$ cat src/rtl/uart_pkg.sv
// Shared UART definitions: payload limits, parity encoding and frame-length helper
// used by both the receive and transmit frontends.
`default_nettype none

package uart_pkg;

  localparam int MIN_PACKET_SIZE = 8;
  localparam int MAX_PACKET_SIZE = 11;

  localparam logic [1:0] PARITY_NONE = 2'b00;
  localparam logic [1:0] PARITY_EVEN = 2'b01;
  localparam logic [1:0] PARITY_ODD  = 2'b10;

  // Total line bits: start + 7/8 data + optional parity + 1/2 stop.
  function automatic logic [3:0] frame_length(input logic ds, input logic [1:0] p,
                                               input logic s);
    return 4'd9 + {3'b000, ds} + {3'b000, (p != PARITY_NONE)} + {3'b000, s};
  endfunction

endpackage

`default_nettype wire

$ cat src/rtl/tx_frontend.sv
// UART transmitter: accepts one character per valid/ready handshake and
// serialises start, data (LSB first), optional parity and stop bits.
`default_nettype none

module tx_frontend
  import uart_pkg::*;
(
  input  logic        clk_i,
  input  logic        rst_i,
  input  logic [15:0] cr_clk_div_i,
  input  logic        cr_ds_i,
  input  logic [1:0]  cr_p_i,
  input  logic        cr_s_i,
  input  logic [7:0]  data_i,
  input  logic        input_valid_i,
  output logic        ready_o,
  output logic        uart_tx_o,
  output logic        done_o
);

  typedef enum logic [0:0] {IDLE = 1'b0, SEND = 1'b1} state_t;

  state_t      state, state_next;
  logic [11:0] shift_reg;
  logic [11:0] frame_init;
  logic [15:0] baud_cnt;
  logic [15:0] baud_reload;
  logic [15:0] div_m1;
  logic [3:0]  bit_cnt;
  logic [3:0]  frame_len;
  logic        parity_bit;
  logic        accept;
  logic        bit_end;
  logic        last_bit;

  assign accept    = input_valid_i && ready_o;
  assign bit_end   = (state == SEND) && (baud_cnt == 16'd0);
  assign last_bit  = (bit_cnt == frame_len - 4'd1);
  assign done_o    = bit_end && last_bit;
  // The line is the LSB of the shift register, so it is a flop output and
  // idles high because shifts and reset fill with ones.
  assign uart_tx_o = shift_reg[0];

  assign div_m1     = (cr_clk_div_i <= 16'd1) ? 16'd0 : cr_clk_div_i - 16'd1;
  assign parity_bit = (^(data_i & {cr_ds_i, 7'h7F})) ^ cr_p_i[1];

  always_comb begin
    frame_init    = '1;
    frame_init[0] = 1'b0;
    for (int i = 0; i < 8; i++) begin
      if (i < 7 || cr_ds_i) frame_init[i+1] = data_i[i];
    end
    if (cr_p_i != PARITY_NONE) frame_init[{3'b000, cr_ds_i} + 4'd8] = parity_bit;
  end

  always_ff @(posedge clk_i) begin
    if (rst_i) state <= IDLE;
    else       state <= state_next;
  end

  always_comb begin
    state_next = state;
    case (state)
      IDLE:    if (accept) state_next = SEND;
      SEND:    if (done_o) state_next = IDLE;
      default: state_next = IDLE;
    endcase
  end

  always_ff @(posedge clk_i) begin
    if (rst_i) begin
      shift_reg   <= '1;
      baud_cnt    <= 16'd0;
      baud_reload <= 16'd0;
      bit_cnt     <= 4'd0;
      frame_len   <= 4'd0;
      ready_o     <= 1'b1;
    end else begin
      ready_o <= (state_next == IDLE);
      if (accept) begin
        shift_reg   <= frame_init;
        frame_len   <= frame_length(cr_ds_i, cr_p_i, cr_s_i);
        baud_reload <= div_m1;
        baud_cnt    <= div_m1;
        bit_cnt     <= 4'd0;
      end else if (bit_end) begin
        shift_reg <= {1'b1, shift_reg[11:1]};
        baud_cnt  <= baud_reload;
        bit_cnt   <= last_bit ? 4'd0 : bit_cnt + 4'd1;
      end else if (state == SEND) begin
        baud_cnt <= baud_cnt - 16'd1;
      end
    end
  end

endmodule

`default_nettype wire

$ cat config.mk
export PLATFORM = sky130hd
export DESIGN_NAME = tx_frontend
export DESIGN_NICKNAME = d
export VERILOG_FILES = /design/src/rtl/uart_pkg.sv /design/src/rtl/tx_frontend.sv
export SDC_FILE = /design/constraint.sdc
export NUM_CORES = 1
export LEC_CHECK = 0
export BUFFER_PORTS_ARGS = -buffer_cell sky130_fd_sc_hd__clkbuf_2
export CAP_MARGIN = 5
export CORE_ASPECT_RATIO = 0.6
export CORE_MARGIN = 2
export CORE_UTILIZATION = 30
export CTS_CLUSTER_DIAMETER = 60
export DETAILED_ROUTE_END_ITERATION = 7
export GPL_TIMING_DRIVEN = 0
export SETUP_SLACK_MARGIN = 0.3
export SLEW_MARGIN = 20
export SYNTH_ARGS = -nofsm -noshare
export SYNTH_HDL_FRONTEND = slang
export SYNTH_SLANG_ARGS = --single-unit
$ cat constraint.sdc
create_clock -name clk_i -period 5.4 [get_ports clk_i]
set_input_delay 0.54 -clock clk_i [delete_from_list [all_inputs] [get_ports clk_i]]
set_output_delay 0.54 -clock clk_i [all_outputs]
set_load 0.005 [all_outputs]
* Word-level counts from Yosys, hierarchy flattened
Index checks and enable logic that the tools add are counted.
** Cells by class
- Add/subtract/negate cells :: 8
- Order comparisons :: 3
- Equal/unequal tests :: 1
- Mux-type cells :: 15
- Bitwise operators :: 4
- Reduce and logical (&&, ||, !) cells :: 10
** Operators with widths (number)
- $mux W16 :: 4
- $mux W12 :: 3
- $sub A16 B1 Y16 const B :: 2
- $le A16 B1 Y1 const B :: 1
- $logic_not A16 Y1 :: 1
- $bwmux W12 :: 1
- $add A4 B1 Y4 :: 2
- $and A8 B8 Y8 :: 1
- $reduce_xor A8 Y1 :: 1
- $lt A4 B5 Y1 const B :: 1
- $add A1 B4 Y4 const B :: 1
- $add A4 B1 Y4 const A :: 1
- $add A4 B1 Y4 const B :: 1
- $demux W1 S4 :: 1
- $eq A4 B4 Y1 :: 1
- $ge A4 B1 Y1 const B :: 1
- $logic_and A1 B1 Y1 :: 4
- $mux W1 :: 4
- $mux W4 :: 1
- $reduce_bool A2 Y1 :: 2
- $sub A4 B1 Y4 const B :: 1
- $reduce_bool A3 Y1 :: 1
- $not A1 Y1 :: 2
- $pmux W1 S2 :: 1
- other kinds (2) :: 2
** Word-level totals
- Register bits after elaboration :: 54
- Input port bits :: 31
- Output and inout port bits :: 3
- Word-level logic and storage cells :: 48

* Logic depth before layout (Yosys ltp)
- Depth after elaboration :: 8
- Gate-level depth with buffers :: 10
- Depth with buffers taken out :: 8

* Least setup slack after synthesis
Ideal clock, no wire load.
- Path type :: register to register
- From :: register baud_cnt[0]
- To :: register shift_reg[5]
- Setup time :: 123 ps
- Arrival time :: 1968 ps
- Data required time :: 5277 ps
- Setup slack :: 3309 ps
- Cell stages (with the launch flop) :: 11
- Path buffers :: 2
- Period minus slack after synthesis :: 2091 ps
- Cells stage by stage :: dfxtp_1 > inv_1 > ha_1 > nor3b_2 > nand4b_2 > or2_1 > buf_6 > buf_6 > nand2_1 > a31oi_1 > or2_2
** On the way
- Longest elaborated chain between the ends :: 3
** RTL lines
- from (decl) :: line tx_frontend.sv:26 : logic [15:0] baud_cnt;
- from (signal assigned) :: line tx_frontend.sv:84 : baud_cnt <= div_m1;
- from (signal assigned) :: line tx_frontend.sv:88 : baud_cnt <= baud_reload;
- from (signal assigned) :: line tx_frontend.sv:91 : baud_cnt <= baud_cnt - 16'd1;
- $logic_not A16 Y1 :: line tx_frontend.sv:37 : assign bit_end = (state == SEND) && (baud_cnt == 16'd0);
- $logic_and A1 B1 Y1 :: line tx_frontend.sv:37
- $reduce_bool A2 Y1 (no source line)
- to (signal assigned) :: line tx_frontend.sv:81 : shift_reg <= frame_init;
- to (signal assigned) :: line tx_frontend.sv:87 : shift_reg <= {1'b1, shift_reg[11:1]};
- to (decl) :: line tx_frontend.sv:24 : logic [11:0] shift_reg;
No other way between the ends.
A chain may end at the register's enable or synchronous reset.

* Worst setup path in the final report
- From :: register baud_cnt[0]
- To :: output port done_o
** On the way
- Longest elaborated chain between the ends :: 3
** RTL lines
- $logic_not A16 Y1 :: line tx_frontend.sv:37
- $logic_and A1 B1 Y1 :: line tx_frontend.sv:37
- $logic_and A1 B1 Y1 :: line tx_frontend.sv:39 : assign done_o = bit_end && last_bit;
- to (decl) :: line tx_frontend.sv:18 : output logic done_o
No other way between the ends.

==> flow_summary.json <==
{
  "rr_worst_depth": 9,
  "required_ns": 4.86,
  "avgViaCountPerCell": 5.034,
  "place_ws_ns": 2.713,
  "cp_top_family": "simple AND/OR/NAND/NOR gates",
  "worstPathMaxFanout": 9,
  "grt-ovfl-total": 0,
  "cp_cell_sequence": "inv_1 -> ha_1 -> nor3b_2 -> nand4b_2 -> nor2_2 -> and2_1 -> clkbuf_2",
  "area_growth_pct": 16.66,
  "cts_root_buf": "clkbuf_16",
  "status": "complete, no violations",
  "postPlaceCellArea_sq_mm": 0.003279,
  "fp-row-count": 27,
  "worstMarginPinSlew_ns": 0.9293,
  "cts_resized": 0,
  "yosys_warnings": 0,
  "syn_nets": 419,
  "worst_slack_ns": 2.379,
  "critPathMaxStageDelay_ns": 0.44,
  "wire_per_inst_um": 14.34,
  "clock-skew-final_ns": 0.004675,
  "cts_sinks": 52,
  "layout.nets": 459,
  "post-route-drc-count": 0,
  "fin_crit_sh": 0.5595,
  "power.total_uw": 1032,
  "grt_pass1_vias": 2587,
  "min_path_cells": 2,
  "slew_headroom": 0.3748,
  "dp_hpwl_um": 5865,
  "final_antenna_net_count": 0,
  "diodes": 0,
  "synthDistinctLibCells": 53,
  "place.gp.congestion": 0.8422,
  "clk_latency_ns": 0.29,
  "hold_violations": 0,
  "tns_ns": 0,
  "synth_edf_count": 0,
  "crit_type": "register to primary output",
  "layout-drive-gt1-share": 0.1520,
  "final_cell_mix": "67 x nand2_1, 52 x dfxtp_1, 45 x nor2_1",
  "syn_area_sq_mm": 0.002952,
  "synth_top_area_cell": "dfxtp_1",
  "timing.fmax_mhz": 331.0,
  "drt_iter0_markers": 193,
  "design_area_sq_mm": 0.003443,
  "maxCapViolations": 0,
  "final_common_cell": "nand2_1",
  "peakVddDrop_uv": 148.5,
  "crit_arrival_ns": 2.48,
  "path_buf_inv": 2,
  "die_w_um": 132.1,
  "port_buffers": 33,
  "drv_slew": 0,
  "cts_setup_buffers": 0,
  "crit_path_end_kind": "primary output",
  "n_fill_cell": 972,
  "synth_area_leaders": "dfxtp_1 35%, nand2_1 8.5%, xnor2_1 7.1%",
  "final_core_util": 0.3680,
  "drt-total-wl_um": 7900,
  "synthFlopType": "dfxtp_1",
  "grt_max_degree": 16,
  "initial_core_util": 0.3154,
  "p_per_area_mw_per_mm2": 299.8,
  "cts_made_buffers": 5,
  "dr_total_vias": 2774,
  "die_area_sq_mm": 0.01067,
  "syn_area_per_cell_sq_um": 7.767,
  "hold_buffers": 0,
  "ys_seq_elements": 52,
  "seq_area_frac_synth": 0.3527,
  "boundaryPins": 34,
  "p_leak_uw": 0.001348,
  "clockBufferDepth": 2,
  "grt.total_usage": 0.1521,
  "cts_tree": "built",
  "clk_pin_slew_worst_paths_ns": 0.07,
  "syn_inst": 380,
  "path_depth": 7,
  "yosysTopAreaCellShare": 0.3527,
  "grt_pass1_wl_um": 13030,
  "async_flop_share": 0,
  "die_height_um": 80.83,
  "antenna_found_initial": 0,
  "crit_path_start_kind": "register",
  "crit_slowest_cell": "nor2_2",
  "rsz0062_at_grt": "false",
  "htree_levels": 2,
  "min_path_type": "register to register",
  "period_minus_slack_ns": 3.021,
  "floorplan.core_area_sq_mm": 0.009358,
  "first_pass_iters": 4,
  "finalSetupViolCount": 0
}
## synthesized netlist by cell type, types with 8 or more instances
library cell / n
dfxtp_1: 52
nor3_1: 17
nand2_1: 67
a31oi_1: 11
inv_1: 11
nor2_1: 45
clkbuf_1: 12
or2_2: 9
a21oi_1: 25
ha_1: 8
xnor2_1: 24
xor2_1: 10
## layer usage
layer,part of all wire,wire [um],up-vias,track usage
met3,0.037,296,9,0.02622
met4,0.0096,76,0,0.04130
met2,0.43,3385,52,0.2385
li1,-,-,1386,-
met5,0,0,-,0
met1,0.52,4141,1327,0.2165
## worst min-delay path, delay by kind of cell, from the launching register on
kind,cells,cell delay (ns)
flops,1,0.31
simple gates,1,0.05
compound gates,1,0.05
## through the flow
step / hold WS (ns) / cells
6_report: 0.4559 / 551
5_1_grt: 0.4671 / 551
4_1_cts: 0.4523 / 551
3_5_place_dp: 0.4422 / 543
3_3_place_gp: 0.4403 / 543
2_1_floorplan: 0.4319 / 380
## kinds of logic after synthesis
group,synth area share
simple gates,0.2755
xor+xnor,0.1085
compound gates,0.1696
mux,0.01102
flops,0.3527
fa+ha+maj,0.03391
buf+inv,0.04875
## layout make-up
class / instances / area (sq um) / share of cell area
inverters: 11 / 41.29 / 0.01199
well taps: 130 / 162.7 / 0.04724
clock inverters: 2 / 35.03 / 0.01017
plain buffers: 20 / 102.6 / 0.02980
multi-input cells: 297 / 1767 / 0.5131
clock buffers: 6 / 128.9 / 0.03743
flip-flops and latches: 52 / 1041 / 0.3023
repair buffers: 33 / 165.2 / 0.04797
## power by group
part           leakage (uW)  switching, uW  internal (uW)
Sequential         0.000428           26.4            414
Combinational      0.000838            130           98.7
Clock             0.0000808            144            218
Total               0.00135            301            731
## worst paths after layout
| check | start | to | slack [ns] |
|---|---|---|---|
| setup / recovery | baud_cnt[0] | done_o | 2.38 |
| setup reg to reg | baud_cnt[0] | baud_cnt[0] | 2.77 |
| hold reg to reg | baud_reload[2] | baud_reload[2] | 0.46 |
| hold / removal | baud_reload[2] | baud_reload[2] | 0.46 |
(Power assumes the default switching activity.)
